[config.mk]
export PLATFORM = sky130hd
export DESIGN_NAME = boot_seq_ctrl_flat
export DESIGN_NICKNAME = d
export VERILOG_FILES = /design/src/rtl/boot_seq_ctrl_if.sv /design/src/rtl/boot_seq_ctrl.sv /design/src/flat_wrapper.sv
export SDC_FILE = /design/constraint.sdc
export NUM_CORES = 1
export LEC_CHECK = 0
export ABC_AREA = 1
export BUFFER_PORTS_ARGS = -buffer_cell sky130_fd_sc_hd__buf_2
export CORE_UTILIZATION = 57
export CTS_CLUSTER_SIZE = 20
export DETAILED_ROUTE_END_ITERATION = 10
export GPL_ROUTABILITY_DRIVEN = 0
export HOLD_SLACK_MARGIN = 0.06
export PLACE_DENSITY = 0.78
export SLEW_MARGIN = 20
export SYNTH_ARGS = -nofsm -noshare
export SYNTH_HDL_FRONTEND = slang
export SYNTH_SLANG_ARGS = --single-unit
[constraint.sdc]
create_clock -name clk -period 6.15 [get_ports clk]
set_input_delay 0.3075 -clock clk [delete_from_list [all_inputs] [get_ports clk]]
set_output_delay 0.3075 -clock clk [all_outputs]
set_load 0.02 [all_outputs]
[src/rtl/boot_seq_ctrl_if.sv]
// Loader byte stream and unified-memory write port of the boot sequencer.
// The master side is the sequencer; the slave side is the loader/memory.
interface boot_seq_ctrl_if #(
    parameter int MEM_AW = 16
);
    logic              byte_valid_i;
    logic [7:0]        byte_data_i;
    logic              byte_ready_o;
    logic              mem_req_o;
    logic [MEM_AW-1:0] mem_addr_o;
    logic [31:0]       mem_wdata_o;
    logic [3:0]        mem_be_o;
    logic              mem_gnt_i;

    modport master (
        input  byte_valid_i, byte_data_i, mem_gnt_i,
        output byte_ready_o, mem_req_o, mem_addr_o, mem_wdata_o, mem_be_o
    );

    modport slave (
        output byte_valid_i, byte_data_i, mem_gnt_i,
        input  byte_ready_o, mem_req_o, mem_addr_o, mem_wdata_o, mem_be_o
    );
endinterface

[src/rtl/boot_seq_ctrl.sv]
// Boot/run sequencer: loads a memory image from a byte stream, releases
// core reset, then watches the end-of-test bit under a cycle timeout.
module boot_seq_ctrl #(
    parameter int          MEM_AW   = 16,
    parameter int          RST_HOLD = 16,
    parameter logic [31:0] TIMEOUT  = 32'd50_000_000
) (
    input  logic                   clk,
    input  logic                   rst,
    input  logic                   start_i,
    boot_seq_ctrl_if.master        bus,
    input  logic                   done_i,
    output logic                   core_rst_no,
    output logic                   busy_o,
    output logic                   pass_o,
    output logic                   fail_o,
    output logic [1:0]             err_code_o
);

    typedef enum logic [2:0] {
        S_IDLE, S_HDR, S_DATA, S_WRITE,
        S_HOLD, S_RUN, S_PASS, S_FAIL
    } state_e;

    state_e            state_q;
    logic [63:0]       shift_q;
    logic [2:0]        bcnt_q;
    logic [31:0]       rem_q;
    logic [31:0]       hold_q;
    logic [31:0]       tmo_q;
    logic              rdy_q;
    logic              req_q;
    logic [MEM_AW-1:0] addr_q;
    logic [31:0]       wdata_q;
    logic [3:0]        be_q;
    logic              crst_n_q;
    logic              busy_q;
    logic              pass_q;
    logic              fail_q;
    logic [1:0]        err_q;

    logic [63:0]       shift_d;
    logic [31:0]       hdr_a;
    logic [31:0]       hdr_n;
    logic [33:0]       span;
    logic              hdr_bad;
    logic              accept;
    logic              hold_done;
    logic              tmo_hit;

    // Bytes enter at the top, so after 8 shifts byte 0 sits in [7:0].
    always_comb begin
        shift_d   = {bus.byte_data_i, shift_q[63:8]};
        hdr_a     = shift_d[31:0];
        hdr_n     = shift_d[63:32];
        span      = {4'b0, hdr_a[31:2]} + {2'b0, hdr_n};
        hdr_bad   = (hdr_a[1:0] != 2'b00) || (span > (34'd1 << MEM_AW));
        accept    = rdy_q & bus.byte_valid_i;
        hold_done = (hold_q + 32'd1) >= 32'(RST_HOLD);
        tmo_hit   = (TIMEOUT != 32'd0) && (tmo_q == TIMEOUT - 32'd1);
    end

    always_ff @(posedge clk or posedge rst) begin
        if (rst) begin
            state_q  <= S_IDLE;
            shift_q  <= '0;
            bcnt_q   <= '0;
            rem_q    <= '0;
            hold_q   <= '0;
            tmo_q    <= '0;
            rdy_q    <= 1'b0;
            req_q    <= 1'b0;
            addr_q   <= '0;
            wdata_q  <= '0;
            be_q     <= '0;
            crst_n_q <= 1'b0;
            busy_q   <= 1'b0;
            pass_q   <= 1'b0;
            fail_q   <= 1'b0;
            err_q    <= '0;
        end else begin
            unique case (state_q)
                S_IDLE, S_PASS, S_FAIL: begin
                    if (start_i) begin
                        state_q  <= S_HDR;
                        bcnt_q   <= '0;
                        rdy_q    <= 1'b1;
                        busy_q   <= 1'b1;
                        crst_n_q <= 1'b0;
                        pass_q   <= 1'b0;
                        fail_q   <= 1'b0;
                        err_q    <= '0;
                    end
                end
                S_HDR: begin
                    if (accept) begin
                        shift_q <= shift_d;
                        bcnt_q  <= bcnt_q + 3'd1;
                        if (bcnt_q == 3'd7) begin
                            bcnt_q <= '0;
                            if (hdr_bad) begin
                                state_q <= S_FAIL;
                                rdy_q   <= 1'b0;
                                busy_q  <= 1'b0;
                                fail_q  <= 1'b1;
                                err_q   <= 2'd1;
                            end else if (hdr_n == 32'd0) begin
                                state_q <= S_HOLD;
                                rdy_q   <= 1'b0;
                                hold_q  <= '0;
                            end else begin
                                state_q <= S_DATA;
                                addr_q  <= hdr_a[MEM_AW+1:2];
                                rem_q   <= hdr_n;
                            end
                        end
                    end
                end
                S_DATA: begin
                    if (accept) begin
                        shift_q <= shift_d;
                        bcnt_q  <= bcnt_q + 3'd1;
                        if (bcnt_q[1:0] == 2'd3) begin
                            state_q <= S_WRITE;
                            rdy_q   <= 1'b0;
                            req_q   <= 1'b1;
                            be_q    <= 4'hF;
                            wdata_q <= shift_d[63:32];
                        end
                    end
                end
                S_WRITE: begin
                    if (bus.mem_gnt_i) begin
                        req_q  <= 1'b0;
                        be_q   <= '0;
                        addr_q <= addr_q + 1'b1;
                        rem_q  <= rem_q - 32'd1;
                        if (rem_q == 32'd1) begin
                            state_q <= S_HOLD;
                            hold_q  <= '0;
                        end else begin
                            state_q <= S_DATA;
                            rdy_q   <= 1'b1;
                            bcnt_q  <= '0;
                        end
                    end
                end
                S_HOLD: begin
                    hold_q <= hold_q + 32'd1;
                    if (hold_done) begin
                        state_q  <= S_RUN;
                        crst_n_q <= 1'b1;
                        tmo_q    <= '0;
                    end
                end
                S_RUN: begin
                    tmo_q <= tmo_q + 32'd1;
                    // A simultaneous done and timeout counts as a pass.
                    if (done_i) begin
                        state_q <= S_PASS;
                        busy_q  <= 1'b0;
                        pass_q  <= 1'b1;
                    end else if (tmo_hit) begin
                        state_q  <= S_FAIL;
                        busy_q   <= 1'b0;
                        fail_q   <= 1'b1;
                        err_q    <= 2'd2;
                        crst_n_q <= 1'b0;
                    end
                end
                default: state_q <= S_IDLE;
            endcase
        end
    end

    assign bus.byte_ready_o = rdy_q;
    assign bus.mem_req_o    = req_q;
    assign bus.mem_addr_o   = addr_q;
    assign bus.mem_wdata_o  = wdata_q;
    assign bus.mem_be_o     = be_q;
    assign core_rst_no      = crst_n_q;
    assign busy_o           = busy_q;
    assign pass_o           = pass_q;
    assign fail_o           = fail_q;
    assign err_code_o       = err_q;

endmodule

[src/flat_wrapper.sv]
// flat-port wrapper written by rule: the top's interface ports become plain ports
module boot_seq_ctrl_flat 
#(
    parameter int          MEM_AW   = 16,
    parameter int          RST_HOLD = 16,
    parameter logic [31:0] TIMEOUT  = 32'd50_000_000
)
  (clk, rst, start_i, done_i, core_rst_no, busy_o, pass_o, fail_o, err_code_o, bus_byte_valid_i, bus_byte_data_i, bus_mem_gnt_i, bus_byte_ready_o, bus_mem_req_o, bus_mem_addr_o, bus_mem_wdata_o, bus_mem_be_o);
  boot_seq_ctrl_if #(.MEM_AW(MEM_AW)) bus_i ();
  input  logic clk;
  input  logic rst;
  input  logic start_i;
  input  logic done_i;
  output logic core_rst_no;
  output logic busy_o;
  output logic pass_o;
  output logic fail_o;
  output logic [1:0] err_code_o;
  input wire logic [$bits(bus_i.byte_valid_i)-1:0] bus_byte_valid_i;
  input wire logic [$bits(bus_i.byte_data_i)-1:0] bus_byte_data_i;
  input wire logic [$bits(bus_i.mem_gnt_i)-1:0] bus_mem_gnt_i;
  output wire logic [$bits(bus_i.byte_ready_o)-1:0] bus_byte_ready_o;
  output wire logic [$bits(bus_i.mem_req_o)-1:0] bus_mem_req_o;
  output wire logic [$bits(bus_i.mem_addr_o)-1:0] bus_mem_addr_o;
  output wire logic [$bits(bus_i.mem_wdata_o)-1:0] bus_mem_wdata_o;
  output wire logic [$bits(bus_i.mem_be_o)-1:0] bus_mem_be_o;
  assign bus_i.byte_valid_i = bus_byte_valid_i;
  assign bus_i.byte_data_i = bus_byte_data_i;
  assign bus_i.mem_gnt_i = bus_mem_gnt_i;
  assign bus_byte_ready_o = bus_i.byte_ready_o;
  assign bus_mem_req_o = bus_i.mem_req_o;
  assign bus_mem_addr_o = bus_i.mem_addr_o;
  assign bus_mem_wdata_o = bus_i.mem_wdata_o;
  assign bus_mem_be_o = bus_i.mem_be_o;
  boot_seq_ctrl #(.MEM_AW(MEM_AW), .RST_HOLD(RST_HOLD), .TIMEOUT(TIMEOUT)) u_core (.clk(clk), .rst(rst), .start_i(start_i), .bus(bus_i), .done_i(done_i), .core_rst_no(core_rst_no), .busy_o(busy_o), .pass_o(pass_o), .fail_o(fail_o), .err_code_o(err_code_o));
endmodule
==> impl_metrics.yaml, run 1 <==
status:
  status: "finished, final reports clean"
timing:
  finalSetupTns_ps: 0
  skew_ps: 13.0
  slew_violations: 0
  finalCritPeriodShare_pct: 69.5
  fmax_mhz: 234
  layout_min_cycle_time_ps: 4270
  whs_ps: 85.6
  maxSlewHeadroom_pct: 30.1
  setup_viol: 0
  hold_viol_final: 0
  worst_pin_slew_ps: 1050
  grt_setup_unrepaired: "no"
drt:
  drc: 0
  wirelength_um: 38000
  drt-wirelength-per-cell_um: 15.3
  drtIter0Drc: 1188
  vias: 13900
  firstDrtPassIters: 5
  detail-route-antenna-nets: 0
  viasPerCell: 5.60
logic_synthesis:
  yosysMostFrequentCell: "nand2_1"
  synth_cell_types: 41
  synth_commonest_cells: "nand2_1, inv_1, dfrtp_1"
  async_flop_share_pct: 100
  synthTopCellsByArea: "dfrtp_1, nand2_1, inv_1"
  ys_seq_elements: 214
  synth_top_cell_area_share_pct: 37.9
  synth_edf_count: 0
  synth.net_count: 2154
  synth_top_cell_by_area: "dfrtp_1"
  synth_ff_type: "dfrtp_1"
  synth_cells: 2099
  avgSynthCellArea_um2: 6.73
  yosysSeqAreaShare_pct: 37.9
  synth_warnings: 0
  syn-cell-area_mm2: 0.0141
layout:
  syn2layout_area_growth_pct: 9.93
  num_antenna_cells: 0
  drive_above_1_share_pct: 7.40
  fin_nets: 2199
  fin_cells: 2487
pwr:
  powerDensity_mw_per_mm2: 503
  p_leak_nw: 8.20
  peakVddDrop_uv: 271
global_route:
  track_usage_pct: 30.2
  grt_first_pass_wirelength_um: 63000
  grt_max_degree: 162
  antenna_found_initial: 0
  grt.overflow.total: 0
  grt_pass1_vias: 12800
setup_path:
  crit_type: "register to register"
  crit_required_ps: 6530
  crit_start: "u_core.shift_q[40]"
  cp.arrival_ps: 4650
  r2r_start: "u_core.shift_q[40]"
  crit_path_end_kind: "register"
  worst-path-max-fanout: 53
  setup.worst_path.start_class: "register"
clock_network:
  clock_latency_ps: 530
  htreeDepth: 1
  cts_made_buffers: 25
  cts_buffer_depth: 3
  cts_tree: "done"
  clk_pin_slew_ps: 60
  root_buffer: "clkbuf_16"
  numClockSinks: 214
  cts.repair.resized: 0
placed_design:
  numPortBuffers: 73
  place_inst: 2440
  dpl.hpwl_um: 27600
floorplan:
  num_rows: 57
  die_w_um: 159
  core_mm2: 0.0243
  ios: 74
  die_area_mm2: 0.0254
  initial_core_util_pct: 58.0
  die_h_um: 159
hold_path:
  hold_start: "bus_mem_gnt_i"
  hp-class: "input port to register"
flow_run:
  drv_cap: 0
[through the flow]
step                util (%)  instance area, um2  power (mW)  setup slack, ps
floorplan                  -               14100        5.22             3060
global placement        60.4               14700        6.17             1920
detailed placement      60.4               14700        6.28             1730
CTS                     63.8               15500        7.77             1720
global route            63.8               15500        8.44             1430
finish                  63.8               15500        7.81             1880
[area by class of cell]
cell class              count  area, um2
well taps                 324        405
inverters                 284       1070
clock buffers              36        727
flip-flops and latches    214       5360
fillers                  2226       8800
multi-input cells        1538       7440
clock inverters            10       85.1
repair buffers             81        440
[path summary, 6_finish.rpt]
check | cells after the start | endpoint | slack [ps]
max | 20 | u_core.hold_q[0] | 1880
min | 4 | u_core.bus.mem_be_o[2] | 90
max reg2reg | 20 | u_core.hold_q[0] | 1880
min reg2reg | 2 | u_core.rem_q[1] | 480
max in group asynchronous | 5 | u_core.hold_q[18] | 4260
min in group asynchronous | 4 | u_core.bus.mem_wdata_o[11] | 530
[what timing repair did]
item	CTS	global route
hold buffers	1	0
endpoints found under the hold margin	53	0
buffers inserted	0	0
setup endpoints to repair	0	0
[registers in the layout, indices dropped and copies added, names as in the netlist, 2 cells and up]
signal,cells
u_core.bcnt_q,3
u_core.bus.mem_addr_o,16
u_core.bus.mem_wdata_o,32
u_core.err_code_o,2
u_core.hold_q,32
u_core.rem_q,32
u_core.shift_q,56
u_core.state_q,3
u_core.tmo_q,32
[critical path: stages, from the launching register on]
cell      delay, ps
dfrtp_1         420
ha_1            240
fa_1            400
nand2_1          80
nand2_1         110
nand3b_1        130
nand2_1         100
nand2_1          90
nand2_1         100
nand2_1         110
nand2_1          50
nand2_1          50
nand2_1          40
nor2_1           80
nand2_1          70
nor2_2          180
nand3_2         140
nand2_4         500
nand2_1         810
nand2_1         260
o21ai_0         120
[power breakdown]
part           internal (mW)  total, mW  switching [mW]
clock network          0.863       1.46           0.593
logic                   1.26       3.93            2.66
registers               1.88       2.42           0.546
total                   4.00       7.81            3.80
[logic make-up after synthesis]
| family | synth area share, % |
|---|---|
| xor+xnor | 2.79 |
| buf+inv | 9.62 |
| simple gates | 35.6 |
| compound gates | 9.16 |
| flops | 37.9 |
| fa+ha+maj | 3.69 |
| mux | 1.19 |
[cell usage in the layout, fill, tap and decap left out, types with 3 or more instances in the layout]
cell type | Yosys | layout
clkbuf_1 | 41 | 5
clkinv_2 | 0 | 6
nand2_1 | 705 | 703
dfrtp_1 | 214 | 214
o31ai_1 | 4 | 4
clkbuf_16 | 0 | 25
nand2_2 | 1 | 3
o21ai_1 | 3 | 3
a21oi_1 | 54 | 53
inv_1 | 280 | 279
xnor2_1 | 10 | 10
nand4_1 | 86 | 86
nand3b_1 | 13 | 13
nor2_2 | 9 | 9
inv_2 | 4 | 4
nor4_1 | 13 | 13
buf_2 | 14 | 73
nor3_1 | 43 | 43
o21ai_0 | 158 | 158
xor2_1 | 35 | 35
nor2_1 | 199 | 198
o22ai_1 | 16 | 16
ha_1 | 40 | 40
nand3_1 | 104 | 104
a31oi_1 | 8 | 8
clkbuf_8 | 0 | 6
buf_4 | 4 | 6
and2_1 | 5 | 5
mux2_2 | 14 | 14
[layer usage]
layer / global-route usage (%) / routed length, um / share of wire (%)
met1: 39.0 / 16000 / 42
met2: 50.6 / 18000 / 47
met3: 4.40 / 2430 / 6.4
met4: 12.8 / 1590 / 4.2
met5: 0 / 0 / 0
(Power assumes the default switching activity.)
==> inputs of run 2 (changes only) <==
Settings changed: ABC_AREA 1 to 0, PLACE_DENSITY 0.78 to 0.75.
Clock period 6.15 ns to 4.1 ns, I/O delays scaled along.
==> impl_metrics.yaml, run 2 <==
logic_synthesis:
  synth_adder_area_share_pct: 3.89
  synth_warnings: 0
  synthTopCellsByArea: "dfrtp_1, mux2_2, o21ai_0"
  synth_commonest_cells: "dfrtp_1, o21ai_0, nand2_1"
  yosysMostFrequentCell: "dfrtp_1"
  synth_cell_types: 80
  synth_ff_type: "dfrtp_1"
  avgSynthCellArea_um2: 8.96
  yosysSeqAreaShare_pct: 40.0
  synth_compound_area_share_pct: 20.7
  synthXorXnorAreaFrac_pct: 2.10
  synth_top_cell_by_area: "dfrtp_1"
  synth-simple-area-share_pct: 21.1
  async_flop_share_pct: 100
  ys_seq_elements: 214
  synth_top_family_by_area: "simple AND/OR/NAND/NOR gates"
  synth.net_count: 1548
  synth_top_cell_area_share_pct: 40.0
  syn-cell-area_mm2: 0.0134
  synth_cells: 1493
  synth_edf_count: 0
  synth_mux_area_share_pct: 8.67
drt:
  viasPerCell: 6.63
  drtIter0Drc: 1507
  firstDrtPassIters: 8
  drc: 0
  drt-wirelength-per-cell_um: 20.5
  vias: 12700
  detail-route-antenna-nets: 0
  wirelength_um: 39500
pwr:
  pwr-share-clk_pct: 19.2
  peakVddDrop_uv: 399
  p_int_mw: 6.04
  finalPower_mw: 10.9
  pwr-share-comb_pct: 51.1
  swShare_pct: 44.5
  powerDensity_mw_per_mm2: 702
  p_leak_nw: 6.90
  p_sw_mw: 4.85
  pwr-share-seq_pct: 29.6
layout:
  final_common_cell: "dfrtp_1"
  num_antenna_cells: 0
  design_area_mm2: 0.0155
  largest_reg_flops: 56
  fin_nets: 1652
  fillers: 1811
  fin_cells: 1923
  regArea_mm2: 0.00536
  regMostFlops: "u_core.shift_q"
  drive_above_1_share_pct: 23.1
  multi_input_comb_area_mm2: 0.00779
  fin_util_pct: 67.9
  syn2layout_area_growth_pct: 16.0
  final_cell_mix: "dfrtp_1, o21ai_0, nand2_1"
flow_run:
  drv_cap: 0
floorplan:
  die_w_um: 155
  num_rows: 55
  ios: 74
  die_h_um: 155
  core_mm2: 0.0228
  die_area_mm2: 0.0241
  initial_core_util_pct: 58.5
timing:
  finalCritPeriodShare_pct: 100
  finalSetupTns_ps: 0
  fmax_mhz: 244
  skew_ps: 16.5
  whs_ps: 82.6
  maxSlewHeadroom_pct: 32.2
  setup_viol: 0
  hold_viol_final: 0
  worst_pin_slew_ps: 1020
  layout_min_cycle_time_ps: 4100
  slew_violations: 0
  setup_ws_ps: 2.05
setup_path:
  rr_worst_depth: 14
  r2r_start: "u_core.shift_q[13]"
  worstPathCellList: "ha_1 > a21o_1 > a21oi_4 > a21oi_1 > or3_1 > a211oi_1 > nand4_1 > o41ai_2 > nand4_4 > nor3_4 > buf_4 > and3_4 > clkbuf_16 > a2bb2oi_2"
  crit_type: "register to register"
  crit_path_end_kind: "register"
  cp.arrival_ps: 4540
  r2r_end: "u_core.bus.mem_addr_o[7]"
  setup.worst_path.start_class: "register"
  worst_path_dominant_cell_family: "compound AO/OA/AOI/OAI gates"
  cp_num_buf_inv: 2
  crit_required_ps: 4540
  max_stage_delay_ps: 500
  worst_path_max_delay_cell: "o41ai_2"
  r2r_setup_slack_ps: 2
  worst-path-max-fanout: 9
placed_design:
  post-place-ws_ps: -90.5
  dpl.hpwl_um: 27000
  placed_area_mm2: 0.0144
  numPortBuffers: 73
  place_inst: 1869
clock_network:
  htreeDepth: 1
  cts_tree: "done"
  clk_pin_slew_ps: 60
  root_buffer: "clkbuf_16"
  cts_made_buffers: 24
  clock_latency_ps: 520
  numClockSinks: 214
  cts_buffer_depth: 3
hold_path:
  hold_start: "bus_byte_data_i[5]"
  hold_path_depth: 2
  hp-class: "input port to register"
  min_to: "u_core.bus.mem_wdata_o[29]"
global_route:
  grt_first_pass_wirelength_um: 62200
  grt_max_degree: 161
  track_usage_pct: 32.4
  grt_pass1_vias: 11700
  grt.overflow.total: 0
  antenna_found_initial: 0
status:
  status: "finished, final reports clean"
## run 2: cell type report
class	count	area share, %
Clock buffer	35	4.53
Clock inverter	4	0.290
Inverter	21	0.532
Multi-Input combinational cell	1171	50.2
Sequential cell	214	34.5
Tap cell	313	2.53
Timing Repair Buffer	165	7.33
## run 2: cells by family (layout without fill, tap and decap cells)
family                     after synthesis  after routing
and+or+nand+nor                        564            564
muxes                                  104            104
AOI/OAI and AO/OA                      430            430
xor gates and xnor gates                32             32
DFF                                    214            214
buffers and inverters                  108            225
adders and majority gates               41             41
## run 2: power groups by stage
stage | combinational, mW | clock [mW] | sequential (mW)
after global routing | 5.97 | 2.21 | 3.28
after global placement | 5.09 | 0 | 3.20
after floorplan | 3.46 | 0 | 3.19
after detailed placement | 5.17 | 0 | 3.22
final | 5.57 | 2.10 | 3.23
after CTS | 5.23 | 2.12 | 3.20
## run 2: how the worst max path moves through the flow
stage                                  start  slack, ps  depth (start not counted)                        end
after floorplan           u_core.shift_q[40]        260                         14           u_core.rem_q[16]
after global placement    u_core.shift_q[10]        -70                         14  u_core.bus.mem_addr_o[11]
after detailed placement  u_core.shift_q[10]        -90                         14  u_core.bus.mem_addr_o[15]
after CTS                 u_core.shift_q[10]         20                         14           u_core.rem_q[15]
after global routing      u_core.shift_q[21]        -40                         16   u_core.bus.mem_addr_o[7]
final                     u_core.shift_q[13]          2                         14   u_core.bus.mem_addr_o[7]
## run 2: repair_timing
item	4_1_cts	5_1_grt
pin swaps	1	14
gates cloned	0	2
hold buffers	6	0
gates resized for setup	0	48
endpoints found under the setup margin	45	88
endpoints found under the hold margin	221	0
setup buffers	0	7
## run 2: per-layer routing
metal / up-vias / track usage (%) / part of all wire, %
met5: - / 0 / 0
met1: 6203 / 46.3 / 43
met3: 103 / 6.07 / 9.1
met4: 0 / 10.6 / 2.7
li1: 5832 / - / -
met2: 606 / 49.7 / 45
==> inputs of run 3 (changes only) <==
Settings changed: CORE_UTILIZATION 57 to 50, PLACE_DENSITY 0.75 to 0.67.
==> impl_metrics.yaml, run 3 (synthesis gave the netlist of run 2 again) <==
layout:
  fin_cells: 1959
  regArea_mm2: 0.00536
  syn2layout_area_growth_pct: 17.0
  final_common_cell: "dfrtp_1"
  drive_above_1_share_pct: 22.9
  multi_input_comb_area_mm2: 0.00773
  fin_nets: 1663
  regMostFlops: "u_core.shift_q"
  num_antenna_cells: 0
  fillers: 2282
  final_cell_mix: "dfrtp_1, o21ai_0, nand2_1"
  largest_reg_flops: 56
  fin_util_pct: 59.9
  design_area_mm2: 0.0156
status:
  status: "complete, but fails checks"
  violations: "design-rule violations"
timing:
  finalCritPeriodShare_pct: 96.4
  skew_ps: 9.61
  setup_ws_ps: 146
  setup_viol: 0
  fmax_mhz: 253
  finalSetupTns_ps: 0
  slew_violations: 0
  hold_viol_final: 0
  layout_min_cycle_time_ps: 3950
  maxSlewHeadroom_pct: 31.8
  worst_pin_slew_ps: 1020
  grt_setup_unrepaired: "yes"
  whs_ps: 101
setup_path:
  crit_path_end_kind: "register"
  crit_required_ps: 4560
  worst_path_max_delay_cell: "dfrtp_1"
  setup.worst_path.start_class: "register"
  worst_path_dominant_cell_family: "compound AO/OA/AOI/OAI gates"
  crit_type: "register to register"
  max_stage_delay_ps: 430
  rr_worst_depth: 13
  worst-path-max-fanout: 10
  cp.arrival_ps: 4420
  cp_num_buf_inv: 1
  worstPathCellList: "ha_1 > a21o_1 > a21oi_4 > a21oi_1 > or3_1 > a211oi_1 > nand4_1 > o41ai_4 > nand4_4 > o31a_1 > nor2_4 > buf_4 > o221a_2"
  path_depth: 13
clock_network:
  cts_made_buffers: 25
  root_buffer: "clkbuf_16"
  htreeDepth: 1
  cts_tree: "done"
  numClockSinks: 214
  cts_buffer_depth: 3
  clk_pin_slew_ps: 60
  clock_latency_ps: 530
floorplan:
  die_w_um: 166
  ios: 74
  initial_core_util_pct: 51.2
  num_rows: 59
  die_h_um: 166
  die_area_mm2: 0.0274
  core_mm2: 0.0261
drt:
  drc: 6
  vias: 12600
  firstDrtPassIters: 11
  drtIter0Drc: 1326
  detail-route-antenna-nets: 0
  drt-wirelength-per-cell_um: 20.3
  wirelength_um: 39900
  viasPerCell: 6.41
global_route:
  use_met2_pct: 43.0
  grt.overflow.total: 0
  grt_pass1_vias: 11300
  use_met1_pct: 43.7
  grt-busiest-layer: "met1"
  grt_max_degree: 124
  track_usage_pct: 29.1
  antenna_found_initial: 0
  use_met3_pct: 4.52
  grt_first_pass_wirelength_um: 62700
pwr:
  finalPower_mw: 11.2
  p_int_mw: 6.30
  peakVddDrop_uv: 359
  pwr-share-comb_pct: 49.6
  powerDensity_mw_per_mm2: 714
  p_leak_nw: 6.99
  p_sw_mw: 4.86
  pwr-share-seq_pct: 29.0
  pwr-share-clk_pct: 21.4
  swShare_pct: 43.6
placed_design:
  numPortBuffers: 73
  post-place-ws_ps: -158
  dpl.hpwl_um: 28300
  place_inst: 1905
  placed_area_mm2: 0.0145
hold_path:
  hold_path_depth: 4
  hp-class: "input port to register"
flow_run:
  drv_cap: 0
[run 3: per-layer routing]
metal	share of wire [%]	wire length (um)
met1	46	18300
met2	44	17500
met3	7.8	3100
met4	2.3	931
met5	0	0
[run 3: final timing paths]
check | from | to | slack [ps]
setup / recovery | u_core.shift_q[13] | u_core.bus.mem_addr_o[0] | 150
hold / removal | done_i | u_core.busy_o | 100
setup reg to reg | u_core.shift_q[13] | u_core.bus.mem_addr_o[0] | 150
hold reg to reg | u_core.tmo_q[31] | u_core.tmo_q[31] | 470
max in group asynchronous | rst | u_core.shift_q[56] | 2800
min in group asynchronous | rst | u_core.bus.mem_wdata_o[26] | 280
[run 3: repair_timing]
| item | in CTS | in global routing |
|---|---|---|
| setup endpoints to repair | 52 | 87 |
| pin swaps | 2 | 12 |
| buffers inserted | 0 | 5 |
| hold buffers | 6 | 0 |
| gates resized for setup | 3 | 25 |
| endpoints found under the hold margin | 30 | 0 |
[run 3: tightest hold or removal path, delay by kind of cell]
kind / cells / cell delay (ps)
buf+inv: 2 / 220
compound gates: 1 / 80
simple gates: 1 / 90
[run 3: layout make-up]
type | instances | share of cell area [%]
Inverter | 21 | 0.528
Tap cell | 335 | 2.68
Clock inverter | 11 | 1.08
Sequential cell | 214 | 34.2
Clock buffer | 32 | 4.55
Multi-Input combinational cell | 1171 | 49.4
Timing Repair Buffer | 175 | 7.53
[run 3: power groups by stage]
stage / registers (mW) / logic (mW) / clock network, mW
after global placement: 3.22 / 5.17 / 0
final: 3.24 / 5.54 / 2.39
after floorplan: 3.19 / 3.46 / 0
after global routing: 3.30 / 5.99 / 2.50
after CTS: 3.21 / 5.29 / 2.43
after detailed placement: 3.24 / 5.23 / 0
